**src/rtl/riscv_pipe_pkg.sv**
```systemverilog
// Shared encodings for the five-stage RV32I pipeline.
//   wb_sel_e   : write-back source select of an instruction
//   fwd_sel_e  : EX operand source select produced by the hazard unit
//   hz_state_e : hazard controller FSM states
package riscv_pipe_pkg;

   typedef enum logic [1:0] {
      WB_ALU = 2'd0,
      WB_MEM = 2'd1,
      WB_PC4 = 2'd2
   } wb_sel_e;

   typedef enum logic [1:0] {
      FWD_RF  = 2'd0,
      FWD_MEM = 2'd1,
      FWD_WB  = 2'd2
   } fwd_sel_e;

   typedef enum logic [1:0] {
      RUN      = 2'd0,
      MEM_WAIT = 2'd1,
      ERROR    = 2'd2
   } hz_state_e;

endpackage

```
**src/rtl/hazard_fwd_sel.sv**
```systemverilog
// Forward-select for one EX operand.
//   src  in 5 : source register address of the EX operand
//   rd_m in 5 : MEM destination register, wr_m in 1: MEM writes it
//   rd_w in 5 : WB destination register,  wr_w in 1: WB writes it
//   sel  out 2: FWD_MEM / FWD_WB / FWD_RF (MEM is the younger result, so it wins)
module hazard_fwd_sel
   import riscv_pipe_pkg::*;
(
   input  logic [4:0] src,
   input  logic [4:0] rd_m,
   input  logic       wr_m,
   input  logic [4:0] rd_w,
   input  logic       wr_w,
   output logic [1:0] sel
);

   always_comb begin
      sel = FWD_RF;
      if (wr_m && (rd_m != 5'd0) && (rd_m == src)) begin
         sel = FWD_MEM;
      end else if (wr_w && (rd_w != 5'd0) && (rd_w == src)) begin
         sel = FWD_WB;
      end
   end

endmodule

```
**src/rtl/hazard_ctrl.sv**
```systemverilog
// Pipeline hazard controller for the five-stage RV32I core.
// Produces stalls, flushes and operand forward selects from ID/EX/MEM/WB
// state, and tracks multi-cycle data-memory waits with a timeout FSM.
//   Inputs : ID/EX/MEM/WB register addresses and write enables, EX wb select,
//            branch_taken_e, dmem_req_m / dmem_ack_m
//   Outputs: stall_{f,d,e,m}_o, flush_{d,e}_o, fwd_{a,b}_o, mem_timeout_o
// Stalls, flushes and forward selects are combinational; mem_timeout_o is
// registered and sticky until reset.
module hazard_ctrl #(
   parameter int unsigned TIMEOUT = 16
) (
   input  logic       clk_i,
   input  logic       rst_ni,
   input  logic [4:0] rs1_addr_d,
   input  logic [4:0] rs2_addr_d,
   input  logic       rs1_used_d,
   input  logic       rs2_used_d,
   input  logic [4:0] rs1_addr_e,
   input  logic [4:0] rs2_addr_e,
   input  logic [4:0] rd_addr_e,
   input  logic       reg_wr_en_e,
   input  logic [1:0] wb_sel_e,
   input  logic       branch_taken_e,
   input  logic [4:0] rd_addr_m,
   input  logic       reg_wr_en_m,
   input  logic [4:0] rd_addr_w,
   input  logic       reg_wr_en_w,
   input  logic       dmem_req_m,
   input  logic       dmem_ack_m,
   output logic       stall_f_o,
   output logic       stall_d_o,
   output logic       stall_e_o,
   output logic       stall_m_o,
   output logic       flush_d_o,
   output logic       flush_e_o,
   output logic [1:0] fwd_a_o,
   output logic [1:0] fwd_b_o,
   output logic       mem_timeout_o
);

   // Imported after the port list so the wb_sel_e port name shadows the
   // package type of the same name.
   import riscv_pipe_pkg::*;

   localparam int unsigned CW = $clog2(TIMEOUT) + 1;
   localparam logic [CW-1:0] CNT_LAST = CW'(TIMEOUT - 1);

   hz_state_e     state;
   logic [CW-1:0] cnt;
   logic          timeout_q;

   logic          mstall;
   logic          lu;
   logic [1:0]    fwd_a;
   logic [1:0]    fwd_b;

   assign mstall = dmem_req_m & ~dmem_ack_m;

   assign lu = reg_wr_en_e & (wb_sel_e == WB_MEM) & (rd_addr_e != 5'd0) &
               ((rs1_used_d & (rs1_addr_d == rd_addr_e)) |
                (rs2_used_d & (rs2_addr_d == rd_addr_e)));

   always_ff @(posedge clk_i or negedge rst_ni) begin
      if (!rst_ni) begin
         state     <= RUN;
         cnt       <= '0;
         timeout_q <= 1'b0;
      end else begin
         case (state)
            RUN: begin
               if (mstall) begin
                  state <= MEM_WAIT;
                  cnt   <= CW'(1);
               end
            end
            MEM_WAIT: begin
               // A completing ack beats the timeout check in the same cycle.
               if (dmem_ack_m || !dmem_req_m) begin
                  state <= RUN;
                  cnt   <= '0;
               end else if (cnt == CNT_LAST) begin
                  state     <= ERROR;
                  timeout_q <= 1'b1;
               end else begin
                  cnt <= cnt + CW'(1);
               end
            end
            ERROR: begin
               state <= ERROR;
            end
            default: begin
               state <= RUN;
               cnt   <= '0;
            end
         endcase
      end
   end

   // Held in reset, every output reads as idle regardless of inputs.
   always_comb begin
      stall_f_o = 1'b0;
      stall_d_o = 1'b0;
      stall_e_o = 1'b0;
      stall_m_o = 1'b0;
      flush_d_o = 1'b0;
      flush_e_o = 1'b0;
      if (!rst_ni) begin
         stall_f_o = 1'b0;
      end else if (state == ERROR) begin
         stall_f_o = 1'b1;
         stall_d_o = 1'b1;
         stall_e_o = 1'b1;
         stall_m_o = 1'b1;
         flush_e_o = 1'b1;
      end else if (mstall) begin
         stall_f_o = 1'b1;
         stall_d_o = 1'b1;
         stall_e_o = 1'b1;
         stall_m_o = 1'b1;
      end else if (branch_taken_e) begin
         flush_d_o = 1'b1;
         flush_e_o = 1'b1;
      end else if (lu) begin
         stall_f_o = 1'b1;
         stall_d_o = 1'b1;
         flush_e_o = 1'b1;
      end
   end

   hazard_fwd_sel u_fwd_a (
      .src  (rs1_addr_e),
      .rd_m (rd_addr_m),
      .wr_m (reg_wr_en_m),
      .rd_w (rd_addr_w),
      .wr_w (reg_wr_en_w),
      .sel  (fwd_a)
   );

   hazard_fwd_sel u_fwd_b (
      .src  (rs2_addr_e),
      .rd_m (rd_addr_m),
      .wr_m (reg_wr_en_m),
      .rd_w (rd_addr_w),
      .wr_w (reg_wr_en_w),
      .sel  (fwd_b)
   );

   assign fwd_a_o       = rst_ni ? fwd_a : FWD_RF;
   assign fwd_b_o       = rst_ni ? fwd_b : FWD_RF;
   assign mem_timeout_o = timeout_q;

endmodule

```
**config.mk**
```make
export PLATFORM = sky130hd
export DESIGN_NAME = hazard_ctrl
export DESIGN_NICKNAME = d
export VERILOG_FILES = /design/src/rtl/riscv_pipe_pkg.sv /design/src/rtl/hazard_fwd_sel.sv /design/src/rtl/hazard_ctrl.sv
export SDC_FILE = /design/constraint.sdc
export NUM_CORES = 1
export LEC_CHECK = 0
export CAP_MARGIN = 40
export CORE_ASPECT_RATIO = 0.5
export CORE_MARGIN = 5
export CORE_UTILIZATION = 33
export DETAILED_ROUTE_END_ITERATION = 8
export GPL_TIMING_DRIVEN = 0
export PLACE_DENSITY = 0.79
export SLEW_MARGIN = 20
export SYNTH_ARGS = -nofsm -noshare
export SYNTH_HDL_FRONTEND = slang
export SYNTH_SLANG_ARGS = --single-unit
```
**constraint.sdc**
```tcl
create_clock -name clk_i -period 4.6 [get_ports clk_i]
set_clock_uncertainty 0.05 [all_clocks]
set_input_delay 1.38 -clock clk_i [delete_from_list [all_inputs] [get_ports clk_i]]
set_output_delay 1.38 -clock clk_i [all_outputs]
set_load 0.005 [all_outputs]
```
# [Word-level counts from Yosys, hierarchy flattened]
# Index checks and enable logic that the tools add are counted.
[word_totals] reg_bits=8 latchBits=0 romBits=0 in_bits=47 wordCells=72 mem_count=0 ramBits=0
[classes] div_mod_pow=0 n_mux=30 n_bitwise=10 eq_ne=13 n_addsub=1 magnitude_cmp=0 multipliers=0 n_reduce_logical=15 shift=0
[ops] op="5-bit equality test" n=6
[ops] op="2-bit two-way mux" n=9
[ops] op="1-bit two-way mux" n=16
[ops] op="5-bit two-way mux" n=3
[ops] op="5-bit case mux with 3 select lines" n=1
[ops] op="5-bit nonzero test" n=3
[ops] op="1-bit AND" n=6
[ops] op="1-bit logical AND" n=6
[ops] op="3-bit != test (second input constant)" n=2
[ops] op="2-bit case mux with 3 select lines" n=1
[ops] op="3-bit AND reduction" n=2
[ops] op="5-bit by 1-bit adder with 5-bit output (second input constant)" n=1
[ops] op="5-bit by 4-bit equality test with 1-bit output (second input constant)" n=1
[ops] op="2-bit by 1-bit equality test with 1-bit output (second input constant)" n=2
[ops] op="1-bit inverter" n=3
[ops] op="2-bit equality test (second input constant)" n=1
[ops] op="2-bit zero test" n=1
[ops] op="2-bit != test (second input constant)" n=1
[ops] op="2-bit AND reduction" n=1
[ops] op="1-bit zero test" n=1
[ops] op="1-bit logical OR" n=1
[ops] op="1-bit bitwise OR" n=1

# [Logic depth before layout (Yosys ltp)]
[logic_depth] depth_word=9 depth_mapped=6 mapped_depth_nobuf=6

# [Modules after synthesis]
# From an unflattened synthesis, not the netlist that was laid out.
[unflattened] hier_cells=114 hier_area_um2=969.7
[by_module_without_submodules] module="hazard_ctrl" area_per_inst_um2=666.9 n_inst=1 cells_each=74 seq_area_each_um2=200.2
[by_module_without_submodules] module="hazard_fwd_sel" area_per_inst_um2=151.4 n_inst=2 cells_each=20 seq_area_each_um2=0.0

# [Worst setup path before layout]
# No wires, ideal clock.
[synth_path] kind="input-to-output" from="input rd_addr_m[1]" to="output fwd_a_o[1]" slack_ns=0.785 t_required_ns=3.170 arrival_time_ns=2.385 stages=4 path_cell_list="or4_4 -> o21ai_2 -> nor4_1 -> nor4_2"
[synth_between] elab_chain_cells=5 elab_cells_between_ends=6 cone_classes="eq/ne (1); mux (2); reduce/logical (3)"
[synth_lines] element="start, declared" line_no="hazard_ctrl.sv:24" text="input logic [4:0] rd_addr_m,"
[synth_lines] element="5-bit nonzero test" line_no="hazard_fwd_sel.sv:19" text="if (wr_m && (rd_m != 5'd0) && (rd_m == src)) begin"
[synth_lines] element="1-bit logical AND" line_no="hazard_fwd_sel.sv:19"
[synth_lines] element="1-bit logical AND *" line_no="hazard_fwd_sel.sv:19"
[synth_lines] element="2-bit two-way mux *" line_no="hazard_fwd_sel.sv:19"
[synth_lines] element="2-bit two-way mux *" line_no="hazard_ctrl.sv:148" text="assign fwd_a_o = rst_ni ? fwd_a : FWD_RF;"
[synth_lines] element="end, declared" line_no="hazard_ctrl.sv:36" text="output logic [1:0] fwd_a_o,"
# Mark *: on every way between the ends. The rest lies on a longest branch, timed or not.

# [Worst setup path after layout]
[layout_path] from="input rd_addr_m[1]" to="output fwd_a_o[0]"
# Same word-level chain as after synthesis.

==> metrics.csv <==
stage,metric,value,unit
placed_design,portBuffers,57,
critical_path,end_kind,output port,
synthesis,synth-seq-cells,8,
grt,antenna_found_initial,0,
flow_run,maxCapViolCount,0,
sta,fmax,0.2192,GHz
clock_tree,cts_tree,built,
final_layout,drive_gt1_frac,0.1377,
grt,grt_pass1_wl,4678,um
sta,drv_slew,0,
power,powerDensity,161.4,nW/um^2
die,die_h,46.90,um
grt,grt_max_degree,17,
synthesis,synth.distinct_cells,36,
detailed_routing,drtIter0Drc,31,
critical_path,crit_fanout,3,
detailed_routing,wl_per_cell,15.37,um
critical_path,path_cells,"dlygate4sd2_1, or4_4, o21ai_4, nor4_4, and2_1, clkdlybuf4s50_1",
critical_path,crit_family,simple AND/OR/NAND/NOR gates,
synthesis,synthCells,104,
sta,slew-limit-headroom,0.7397,
synthesis,seq_area_frac_synth,0.2228,
clock_tree,root_buffer,clkbuf_8,
detailed_routing,routed_wl,3136,um
critical_path,startpoint_type,input port,
sta,fin_ws,0.03774,ns
placed_design,globalplace.congestion,0.7611,
outcome,status,completed,
power,ir_worst_vdd,0.0001794,V
placed_design,pre_cts_ws,-0.5942,ns
critical_path,cpMaxStageDelayCell,or4_4,
detailed_routing,first_pass_iters,4,
sta,setup_viol,0,
final_layout,final_util,0.6341,
critical_path,required,3.17,ns
final_layout,stdcell_count,204,
die,dieArea,3929,um^2
power,total_power,0.0002664,W
final_layout,seq_area,200.2,um^2
critical_path,max_stage_delay,0.56,ns
final_layout,area_growth,83.70,%
detailed_routing,drc,0,
detailed_routing,routed-via-count,999,
sta,tightest_slew,0.3890,ns
critical_path,arrival,3.13,ns
synthesis,syn_nets,153,
clock_tree,path_clk_slew,0.04,ns
placed_design,place_hpwl,2472,um
die,rows,13,
die,core,2603,um^2
hold_path,min_path_type,flip-flop to flip-flop,
clock_tree,cts-buffers-inserted,3,
sta,period_share,0.9918,
die,initial_utilization,0.3452,
grt,grt_usage,0.1505,
die,io_pins,58,
clock_tree,ctsHoldBuffers,0,
sta,min_period,4.562,ns
die,die_w,83.79,um
placed_design,dp.cells,198,
sta,finalHoldViolations,0,
clock_tree,ctsLongestPathBuffers,2,
final_layout,nets,218,
grt,grt_pass1_vias,1016,
grt,grt_overflow_total,0,
final_layout,diodes,0,
synthesis,yosys_warnings,0,
detailed_routing,viasPerCell,4.897,
clock_tree,cts_max_level,1,
critical_path,cp_num_buf_inv,2,
clock_tree,clock-sinks,8,
final_layout,multiInputGateArea,748.2,um^2
clock_tree,insertion_delay,0.23,ns
synthesis,synth_area_per_cell,8.638,um^2
sta,fin_setup_tns,0,ns
power,leakage,0.7262,nW
final_layout,fillers,228,
critical_path,critPathKind,input port to output port,
synthesis,mappedNetlistArea,898.4,um^2
detailed_routing,detail-route-antenna-nets,0,
-- metrics by stage --
stage               instance area, um^2  hold WS [ns]
floorplan                         898.4        0.4090
global placement                   1515        0.3992
detailed placement                 1515        0.4022
CTS                                1589        0.4156
global route                       1650        0.4267
finish                             1650        0.4069
-- worst paths after layout --
path	startpoint	to	slack, ns	cells past startpoint
min in group asynchronous	rst_ni	cnt[3]$_DFFE_PN0P_	1.00	1
min	mem_timeout_o$_DFFE_PN0P_	mem_timeout_o$_DFFE_PN0P_	0.41	1
max in group asynchronous	rst_ni	cnt[1]$_DFFE_PN0P_	3.23	1
max reg2reg	cnt[0]$_DFFE_PN0P_	cnt[1]$_DFFE_PN0P_	2.89	6
min reg2reg	mem_timeout_o$_DFFE_PN0P_	mem_timeout_o$_DFFE_PN0P_	0.41	1
max	rd_addr_m[1]	fwd_a_o[0]	0.04	6
-- state kept, by name, indices dropped and copies added (netlist names) --
name,flops
mem_timeout_o,1
cnt,5
state,2
-- cells by family after synthesis --
logic type	Yosys count	share of synthesized area
xor+xnor	32	0.3120
compound gates	14	0.1059
simple gates	41	0.2786
fa+ha+maj	2	0.02785
flops	8	0.2228
mux	2	0.02368
buf+inv	5	0.02924
-- synth_stat cells --
| master | instances | area (um^2) |
|---|---|---|
| a21bo_2 | 1 | 10.01 |
| a21oi_1 | 2 | 10.01 |
| a2bb2oi_1 | 1 | 8.760 |
| a32oi_1 | 1 | 8.760 |
| and2_0 | 1 | 6.260 |
| and2_1 | 3 | 18.77 |
| and3_1 | 1 | 6.260 |
| buf_4 | 2 | 15.01 |
| clkbuf_1 | 1 | 3.750 |
| dfrtp_1 | 8 | 200.2 |
| ha_1 | 2 | 25.02 |
| inv_1 | 2 | 7.510 |
| mux2_2 | 1 | 11.26 |
| mux2i_1 | 1 | 10.01 |
| nand2_1 | 7 | 26.28 |
| nand2b_1 | 3 | 18.77 |
| nand3_1 | 6 | 30.03 |
| nand3b_1 | 3 | 22.52 |
| nand4b_1 | 1 | 8.760 |
| nor2_1 | 3 | 11.26 |
| nor2b_1 | 1 | 6.260 |
| nor3_1 | 1 | 5.000 |
| nor4_1 | 4 | 25.02 |
| nor4_2 | 2 | 25.02 |
| o211ai_1 | 1 | 7.510 |
| o21ai_0 | 3 | 15.01 |
| o21ai_1 | 1 | 5.000 |
| o21ai_2 | 1 | 8.760 |
| o21bai_1 | 1 | 7.510 |
| o22ai_1 | 1 | 6.260 |
| o31ai_1 | 1 | 7.510 |
| or2_1 | 1 | 6.260 |
| or4_1 | 3 | 22.52 |
| or4_4 | 1 | 11.26 |
| xnor2_1 | 9 | 78.83 |
| xor2_1 | 23 | 201.4 |
-- per-layer routing --
metal,vias to the layer above,routed length [um],share of wire,global-route usage
met2,18,1746,0.56,0.3207
met3,8,114,0.036,0.03678
li1,495,-,-,-
met5,-,0,0,0
met1,478,1200,0.38,0.1583
met4,0,75,0.024,0.03205
-- cell usage in the layout, fill, tap and decap left out, drive strengths merged, types with 3 or more instances in the layout --
cell type      synthesis  final
and2                   4      4
buf                    2      5
clkbuf                 1      5
clkdlybuf4s50          0     36
dfrtp                  8      8
dlygate4sd2            0     12
dlymetal6s2s           0      6
nand2                  7      7
nand2b                 3      3
nand3                  6      6
nand3b                 3      3
nor2                   3      3
nor4                   6      6
o21ai                  5      5
or4                    4      4
xnor2                  9      9
xor2                  23     23
-- final cells by class --
type / count / area share
buffer: 3 / 0.01137
inverter: 2 / 0.004549
clock buffer: 3 / 0.02502
multi-input combinational: 91 / 0.4534
sequential: 8 / 0.1213
timing repair buffer: 60 / 0.3563
tap: 37 / 0.02805
-- what timing repair did --
item,in CTS,in global routing
buffers inserted,3,1
setup endpoints to repair,7,6
gates resized for setup,21,16
pin swaps,5,4
hold endpoints to repair,0,0
-- worst reg2reg max path, cell delays in order (launching register included) --
cell and delay (ns):
dfrtp_1 0.39, ha_1 0.17, and3_1 0.15, ha_1 0.29
mux2_2 0.37, nand3_1 0.07, o21ai_0 0.08
-- report_power, final --
| part | leakage [nW] | internal, W | switching, W |
|---|---|---|---|
| sequential | 0.108 | 0.0000731 | 0.00000244 |
| combinational | 0.596 | 0.0000604 | 0.0000450 |
| clock | 0.0216 | 0.0000568 | 0.0000286 |
| total | 0.726 | 0.000190 | 0.0000761 |
(Power assumes the default switching activity.)
